<file path="src/rtl/inst_fetch_unit_pkg.sv">
// Shared pipeline definitions for the instruction-fetch stage.
package inst_fetch_unit_pkg;

    localparam int unsigned DWL_DEF  = 32;
    localparam int unsigned AWL_DEF  = 5;
    localparam int unsigned PC_W_DEF = 32;

    localparam logic [PC_W_DEF-1:0] RESET_PC_DEF = '0;

    // addi x0, x0, 0
    localparam logic [DWL_DEF-1:0] NOP_INST = 32'h0000_0013;

    typedef struct packed {
        logic [PC_W_DEF-1:0] pc;
        logic [DWL_DEF-1:0]  inst;
    } fetch_entry_t;

endpackage

</file>
<file path="src/rtl/inst_fetch_unit_fetch_buf.sv">
// fetch_buf: 2-deep synchronous FIFO with flush; head reads as zero when empty.
module fetch_buf #(
    parameter int unsigned W = 64
) (
    input  logic         clk,
    input  logic         rst_n,
    input  logic         flush,
    input  logic         push,
    input  logic         pop,
    input  logic [W-1:0] wdata,
    output logic [W-1:0] rdata,
    output logic [1:0]   count
);

    logic [W-1:0] mem [2];
    logic         wptr;
    logic         rptr;

    // When full, push and pop together overwrite the slot being read out,
    // which becomes the new tail after rptr advances.
    always_ff @(posedge clk or negedge rst_n) begin
        if (!rst_n) begin
            count <= '0;
            wptr  <= 1'b0;
            rptr  <= 1'b0;
            for (int unsigned i = 0; i < 2; i++) begin
                mem[i] <= '0;
            end
        end else if (flush) begin
            count <= '0;
            wptr  <= 1'b0;
            rptr  <= 1'b0;
        end else begin
            if (push) begin
                mem[wptr] <= wdata;
                wptr      <= ~wptr;
            end
            if (pop) begin
                rptr <= ~rptr;
            end
            case ({push, pop})
                2'b10:   count <= count + 2'd1;
                2'b01:   count <= count - 2'd1;
                default: count <= count;
            endcase
        end
    end

    assign rdata = (count != 2'd0) ? mem[rptr] : '0;

endmodule

</file>
<file path="src/rtl/inst_fetch_unit.sv">
// Instruction-fetch stage: PC, instruction-memory address, 2-entry fetch buffer.
// Optional macro FETCH_PERF_CNT_EN adds FETCH_CNT / STALL_CNT counters.
module inst_fetch_unit
    import inst_fetch_unit_pkg::*;
#(
    parameter int unsigned      DWL      = DWL_DEF,
    parameter int unsigned      AWL      = AWL_DEF,
    parameter int unsigned      PC_W     = PC_W_DEF,
    parameter logic [PC_W-1:0]  RESET_PC = PC_W'(RESET_PC_DEF)
) (
    input  logic            CLK,
    input  logic            RST_N,
    output logic [AWL-1:0]  IMA,
    input  logic [DWL-1:0]  IMRD,
    input  logic            BR_EN,
    input  logic [PC_W-1:0] BR_TGT,
    output logic            ID_VALID,
    input  logic            ID_READY,
    output logic [DWL-1:0]  ID_INST,
    output logic [PC_W-1:0] ID_PC
`ifdef FETCH_PERF_CNT_EN
    ,
    output logic [31:0]     FETCH_CNT,
    output logic [31:0]     STALL_CNT
`endif
);

    typedef struct packed {
        logic [PC_W-1:0] pc;
        logic [DWL-1:0]  inst;
    } entry_t;

    logic [PC_W-1:0] pc;
    logic [1:0]      count;
    logic            deq;
    logic            push;
    entry_t          wr_entry;
    entry_t          head;
    logic            unused_tgt_bits;

    assign unused_tgt_bits = ^BR_TGT[1:0];

    assign IMA      = pc[AWL+1:2];
    assign ID_VALID = (count != 2'd0);
    assign deq      = ID_VALID & ID_READY;
    assign push     = !BR_EN & ((count != 2'd2) | deq);

    assign wr_entry = '{pc: pc, inst: IMRD};

    always_ff @(posedge CLK or negedge RST_N) begin
        if (!RST_N) begin
            pc <= RESET_PC;
        end else if (BR_EN) begin
            pc <= {BR_TGT[PC_W-1:2], 2'b00};
        end else if (push) begin
            pc <= pc + PC_W'(4);
        end
    end

    fetch_buf #(
        .W ($bits(entry_t))
    ) u_fetch_buf (
        .clk   (CLK),
        .rst_n (RST_N),
        .flush (BR_EN),
        .push  (push),
        .pop   (deq & !BR_EN),
        .wdata (wr_entry),
        .rdata (head),
        .count (count)
    );

    assign ID_INST = head.inst;
    assign ID_PC   = head.pc;

`ifdef FETCH_PERF_CNT_EN
    always_ff @(posedge CLK or negedge RST_N) begin
        if (!RST_N) begin
            FETCH_CNT <= '0;
            STALL_CNT <= '0;
        end else begin
            if (push) begin
                FETCH_CNT <= FETCH_CNT + 32'd1;
            end
            if (!push && !BR_EN) begin
                STALL_CNT <= STALL_CNT + 32'd1;
            end
        end
    end
`endif

endmodule

</file>
<file path="config.mk">
export PLATFORM = sky130hd
export DESIGN_NAME = inst_fetch_unit
export DESIGN_NICKNAME = d
export VERILOG_FILES = /design/src/rtl/inst_fetch_unit_pkg.sv /design/src/rtl/inst_fetch_unit_fetch_buf.sv /design/src/rtl/inst_fetch_unit.sv
export SDC_FILE = /design/constraint.sdc
export NUM_CORES = 1
export LEC_CHECK = 0
export ABC_AREA = 1
export CAP_MARGIN = 15
export CELL_PAD_IN_SITES_DETAIL_PLACEMENT = 1
export CELL_PAD_IN_SITES_GLOBAL_PLACEMENT = 1
export CORE_UTILIZATION = 28
export CTS_BUF_LIST = sky130_fd_sc_hd__clkbuf_8 sky130_fd_sc_hd__clkbuf_16
export DETAILED_ROUTE_END_ITERATION = 8
export PLACE_DENSITY_LB_ADDON = 0.1
export SLEW_MARGIN = 20
export SYNTH_ARGS = -nofsm -noshare
export SYNTH_HDL_FRONTEND = slang
export SYNTH_SLANG_ARGS = --single-unit
export TNS_END_PERCENT = 30
</file>
<file path="constraint.sdc">
create_clock -name CLK -period 1.9 [get_ports CLK]
set_input_delay 0.285 -clock CLK [delete_from_list [all_inputs] [get_ports CLK]]
set_output_delay 0.285 -clock CLK [all_outputs]
set_load 0.005 [all_outputs]
</file>
==> flow_summary_export.csv, run 1 <==
group,metric,value,unit
outcome,status,"finished, violations left",
outcome,violations,"setup timing",
global_routing,grt_max_degree,53,
floorplan,core,27800,um2
setup_path,crit_start,"u_fetch_buf.rptr",
clock_tree,clockBufferDepth,2,
setup_path,cp.required,1.62,ns
worst_hold_path,min_path_type,"input pin to asynchronous set/reset pin",
logic_synthesis,synth-seq-area-share,50.0,%
drt,routed_via_density,4.56,
power,p_total,10.7,mW
drt,drcViolationCount,0,
clock_tree,numCtsBuffers,17,
sta,max_clock_freq,0.519,GHz
clock_tree,clkLatencyLatePin,0.43,ns
setup_path,reg2reg_from,"pc[2]",
sta,hold_ws,0.316,ns
drt,drt_first_pass_iters,5,
place,portBuffers,133,
logic_synthesis,synth_cell_types,33,
setup_path,cp_max_fo,5,
drt,ant_nets,0,
drt,drt_iter0_markers,404,
logic_synthesis,synth-seq-cells,158,
global_routing,grt_antenna_before_repair,0,
floorplan,die-area,28900,um2
clock_tree,clock_sinks,158,
floorplan,fp.dieW,170,um
sta,fin_crit_sh,101,%
sta,rsz0062_at_grt,"yes",
logic_synthesis,async_reset_ff_share,100,%
logic_synthesis,synth.cell_area,7900,um2
drt,dr_total_vias,7285,
global_routing,track_usage,18.9,%
final_layout,drive_above_1_share,23.5,%
final_layout,fillers,3335,
floorplan,rows,61,
final_layout,final_cells,1598,
flow_run,drv_cap,0,
setup_path,arrival,1.64,ns
logic_synthesis,netlist_instances,1028,
setup_path,start_kind,"flop",
clock_tree,path_clk_slew,0.07,ns
clock_tree,cts_tree,"done",
clock_tree,h-tree-depth,4,
final_layout,area_growth,42.4,%
clock_tree,clock-root-buffer,"clkbuf_16",
global_routing,overflow,0,
sta,finalWorstSetupSlack,-0.0278,ns
power,power.leakage,5.24,nW
logic_synthesis,synth-edff-count,0,
sta,clock_skew,0.0120,ns
sta,setup_violations,9,
drt,routed_wl,27000,um
power,ir_drop,0.441,mV
logic_synthesis,synthFlopType,"dfrtp_1",
sta,report.final.slew_viol_count,0,
place,dp_hpwl,17100,um
setup_path,crit_path_end_kind,"primary output",
place,gp_congestion,0.810,
logic_synthesis,ys_warn_count,0,
sta,min_period,1.93,ns
floorplan,initial_core_util,28.4,%
setup_path,criticalPathCategory,"flop to primary output",
drt,wl_per_cell,16.9,um
sta,hold_violations,0,
place,dpl_worst_slack,-0.0113,ns
floorplan,die_y,170,um
global_routing,grt_first_pass_wirelength,41800,um
global_routing,grt_pass1_vias,7405,
power,powerDensity,947,nW/um2
final_layout,nets,1276,
logic_synthesis,avgSynthCellArea,7.68,um2
place,dp_cells,1519,
final_layout,diodes,0,
floorplan,ioPinCount,138,
## layout make-up
class	count	area (um2)	share of cell area, %
flip-flops and latches	158	3960	35.2
multi-input cells	731	3570	31.8
repair buffers	220	2330	20.7
well taps	378	473	4.20
clock buffers	18	439	3.90
inverters	79	307	2.73
clock inverters	14	169	1.50
## registers in the layout, summed over array words and instances (netlist names)
register,flops
u_fetch_buf.mem,124
u_fetch_buf.count,2
u_fetch_buf.wptr,1
pc,30
u_fetch_buf.rptr,1
## critical path: stages, from the launching register on
cell and delay [ns]:
dfrtp_2 0.44, buf_12 0.16, bufbuf_16 0.27, buf_4 0.13, nand2_1 0.06, a21oi_2 0.05, buf_2 0.12
## layer usage
layer	GRT usage, %	up-vias	share of wire, %
met3	2.93	15	2.5
met4	3.76	0	0.62
met2	31.5	113	48
met5	0	-	0
met1	25.9	3497	49
li1	-	3660	-
## what timing repair did
item	CTS	global route
buffers inserted	29	5
endpoints found under the setup margin	63	63
hold buffers	1	0
resized for setup	314	56
gates cloned	10	7
endpoints found under the hold margin	24	0
pin swaps	17	11
## placed cells by master (no fill, tap or decap), types with 13 or more instances in the layout
cell and instances:
nor2_1 58, a21oi_1 24, buf_2 62, clkbuf_16 22
buf_12 20, o21ai_0 22, nand2_2 21, inv_1 72
nand2_1 358, clkdlybuf4s50_1 69, nand3_1 45, dfrtp_1 157
o21ai_2 13, o21ai_1 100, a21oi_2 39, buf_4 34
## path summary, 6_finish.rpt
path / endpoint / slack [ns] / cells past startpoint
max: ID_INST[2] / -0.03 / 6
min: pc[2] / 0.32 / 2
max reg2reg: pc[28] / 0.18 / 10
min reg2reg: u_fetch_buf.mem[68] / 0.49 / 2
max in group asynchronous: u_fetch_buf.mem[53] / 0.96 / 3
min in group CLK: pc[23] / 0.41 / 3
## report_power, final
part / internal [mW] / switching, mW / total (mW) / leakage (nW)
Clock: 2.03 / 1.57 / 3.59 / 0.302
Sequential: 3.97 / 0.413 / 4.39 / 1.95
Combinational: 1.28 / 1.40 / 2.67 / 2.99
Total: 7.28 / 3.37 / 10.7 / 5.24
## through the flow
stage | instance area (um2) | utilization (%) | TNS (ns)
final | 11200 | 40.5 | -0.130
after global routing | 11200 | 40.5 | -1.96
after CTS | 11000 | 39.7 | -2.10
after detailed placement | 9860 | 35.5 | -0.0187
after global placement | 9860 | 35.5 | -0.00670
after floorplan | 7900 | - | 0
## synth_stat cells (2+ instances only)
| cell type | instances | share of area [%] |
|---|---|---|
| o21bai_1 | 2 | 0.19 |
| nand2_4 | 3 | 0.43 |
| o211ai_1 | 8 | 0.76 |
| buf_2 | 13 | 0.82 |
| inv_1 | 72 | 3.4 |
| buf_6 | 7 | 1.0 |
| a21oi_1 | 68 | 4.3 |
| o22ai_1 | 3 | 0.24 |
| nor2_2 | 4 | 0.32 |
| nand3_1 | 45 | 2.9 |
| nand4_1 | 4 | 0.32 |
| clkbuf_1 | 28 | 1.3 |
| nand2_1 | 374 | 18 |
| dfrtp_1 | 158 | 50 |
| nand2_2 | 11 | 0.87 |
| nor2_1 | 59 | 2.8 |
| o21ai_0 | 22 | 1.4 |
| o21ai_1 | 100 | 6.3 |
| xor2_1 | 3 | 0.33 |
| buf_4 | 12 | 1.1 |
| inv_2 | 6 | 0.29 |
| o21ai_2 | 13 | 1.4 |
| nor2_4 | 3 | 0.43 |
## cells by family (layout without fill, tap and decap cells)
| group | Yosys count | count (layout) | synth area share, % |
|---|---|---|---|
| and+or+nand+nor | 507 | 507 | 26.3 |
| AOI/OAI and AO/OA | 218 | 218 | 14.8 |
| DFF | 158 | 158 | 50.0 |
| buffers and inverters | 140 | 331 | 8.30 |
| xor gates and xnor gates | 3 | 3 | 0.333 |
| adders and majority gates | 1 | 1 | 0.158 |
| other | 1 | 2 | 0.0475 |
Note: power is estimated with default switching activity, not from simulation.
==> run 2, diff against run 1 <==
==> constraint.sdc (replaced) <==
create_clock -name CLK -period 1.6 [get_ports CLK]
set_input_delay 0.24 -clock CLK [delete_from_list [all_inputs] [get_ports CLK]]
set_output_delay 0.24 -clock CLK [all_outputs]
set_load 0.005 [all_outputs]
==> run 2 against run 1 <==
Sequential share of layout area shrank 1.1 points. Die area is the same. Clock skew grew 0.0035 ns. Worst hold slack lost 0.034 ns. Cell area grew 3.4%. Worst setup slack lost 0.28 ns. Count of clock-buffer cells in the layout shrank 1. The flow still finishes with violations (setup timing). Sequential power grew 20%. Cell count grew 1.4%. Critical endpoint is now ID_INST[11]. First-iteration DRC count shrank 12%.
==> flow_summary_export.csv, run 2 (synthesis gave the netlist of run 1 again) <==
group,metric,value,unit
outcome,status,"finished, violations left",
outcome,violations,"setup timing",
clock_tree,numCtsBuffers,17,
final_layout,regMostFlops,"u_fetch_buf.mem",
sta,max_clock_freq,0.523,GHz
drt,routed_via_density,4.57,
power,powerDensity,1100,nW/um2
power,p_total,12.8,mW
power,p_seq_share,41.4,%
drt,drt_iter0_markers,354,
place,dpl_worst_slack,-0.253,ns
power,swShare,32.2,%
place,portBuffers,133,
place,gp_congestion,0.800,
power,clock_power_share,33.0,%
clock_tree,clkLatencyLatePin,0.43,ns
final_layout,fillers,3346,
global_routing,grt_antenna_before_repair,0,
clock_tree,path_clk_slew,0.07,ns
final_layout,most-common-layout-cells,"338 x nand2_1, 150 x dfrtp_1, 99 x o21ai_1",
global_routing,grt_pass1_vias,7766,
clock_tree,clock-root-buffer,"clkbuf_16",
flow_run,drv_cap,0,
setup_path,start_kind,"flop",
final_layout,drive_above_1_share,29.2,%
final_layout,reg_top3,"u_fetch_buf.mem x124, pc x30, u_fetch_buf.count x2",
drt,dr_total_vias,7400,
place,dp_hpwl,18600,um
sta,report.final.slew_viol_count,0,
drt,drcViolationCount,0,
setup_path,criticalPathCategory,"flop to primary output",
clock_tree,clock_sinks,158,
final_layout,layout_commonest_cell,"nand2_1",
setup_path,cp_common_cell,"buf_4",
floorplan,rows,61,
setup_path,arrival,1.67,ns
setup_path,max_stage_delay,0.45,ns
power,ir_drop,0.527,mV
sta,fin_crit_sh,120,%
power,p_comb_share,25.6,%
drt,wl_per_cell,16.9,um
global_routing,track_usage,19.2,%
setup_path,path_cells,"inv_4 > buf_4 > buf_12 > buf_4 > buf_4 > nand2_1 > a21oi_2 > buf_2",
floorplan,initial_core_util,28.4,%
worst_hold_path,min_path_type,"input pin to asynchronous set/reset pin",
setup_path,cp_max_fo,6,
global_routing,grt_max_degree,42,
global_routing,grt_first_pass_wirelength,42500,um
clock_tree,clockBufferDepth,2,
sta,finalWorstSetupSlack,-0.313,ns
drt,ant_nets,0,
floorplan,fp.dieW,170,um
power,power.leakage,5.35,nW
floorplan,ioPinCount,138,
clock_tree,h-tree-depth,4,
floorplan,core,27800,um2
clock_tree,cts_tree,"done",
setup_path,cp.required,1.36,ns
sta,setup_violations,65,
final_layout,diodes,0,
floorplan,die-area,28900,um2
global_routing,overflow,0,
power,switchingPower,4.11,mW
sta,clock_skew,0.0155,ns
drt,drt_first_pass_iters,5,
setup_path,crit_slowest_cell,"dfrtp_2",
power,p_int,8.65,mW
setup_path,crit_path_end_kind,"primary output",
floorplan,die_y,170,um
sta,rsz0062_at_grt,"yes",
final_layout,largest_register_ffs,124,
drt,routed_wl,27400,um
final_layout,nets,1299,
sta,min_period,1.91,ns
final_layout,final_cells,1621,
final_layout,final_core_util,41.9,%
sta,hold_violations,0,
final_layout,area_growth,47.2,%
place,dp_cells,1553,
sta,tns,-14.68,ns
## run 2: changes by cell type in the layout (fill, tap and decap cells not counted), sizes merged, moves of 3 or more
| cell | change |
|---|---|
| clkinv | -3 |
| clkdlybuf4s50 | -3 |
| dlygate4sd2 | +3 |
| clkinvlp | +3 |
| buf | +22 |
## run 2: final cells by class
class | count | area (um2) | area share [%]
clock buffer | 17 | 425 | 3.66
clock inverter | 15 | 175 | 1.51
inverter | 79 | 309 | 2.66
multi-input combinational | 731 | 3770 | 32.4
sequential | 158 | 3960 | 34.1
tap | 378 | 473 | 4.07
timing repair buffer | 243 | 2520 | 21.6
## run 2: what timing repair did
action                                  4_1_cts  5_1_grt
hold endpoints to repair                     27        0
endpoints found under the setup margin       81      112
buffers inserted                             17       10
pin swaps                                    32       20
hold buffers                                  1        0
resized for setup                           348       95
gates cloned                                  5        7
## run 2: layer usage
metal	GRT usage, %	part of all wire [%]	up-vias
met2	32.9	49	132
met4	4.50	0.99	0
met3	2.70	2.9	15
met1	25.5	47	3558
met5	0	0	-
li1	-	-	3695
## run 2: worst paths after layout
kind,from,endpoint,slack [ns],cells after the start
max in group asynchronous,RST_N,u_fetch_buf.mem[55],0.78,3
setup reg to reg,u_fetch_buf.rptr,u_fetch_buf.rptr,0,9
min in group CLK,IMRD[26],u_fetch_buf.mem[26],0.38,3
hold / removal,RST_N,pc[2],0.28,2
setup / recovery,u_fetch_buf.rptr,ID_INST[11],-0.31,8
hold reg to reg,u_fetch_buf.mem[40],u_fetch_buf.mem[40],0.49,2
## run 2: critical path, delay by kind of cell, from the launching register on
kind	cells	cell delay, ns
AOI/OAI and AO/OA	1	0.11
buffers and inverters	6	0.64
DFF	1	0.45
and+or+nand+nor	1	0.05
## run 2: power by group through the flow
stage / Combinational, mW / Sequential [mW] / Clock [mW]
final: 3.26 / 5.28 / 4.21
after global routing: 3.63 / 5.36 / 4.47
after CTS: 3.06 / 5.25 / 4.32
after detailed placement: 2.86 / 5.29 / 0
after global placement: 2.81 / 5.29 / 0
after floorplan: 1.49 / 5.13 / 0
## run 2: stage by stage
stage | hold slack, ns | instance area [um2]
finish | 0.282 | 11600
global route | 0.296 | 11600
CTS | 0.286 | 11200
detailed placement | 0.186 | 10200
global placement | 0.189 | 10200
floorplan | -0.0556 | 7900
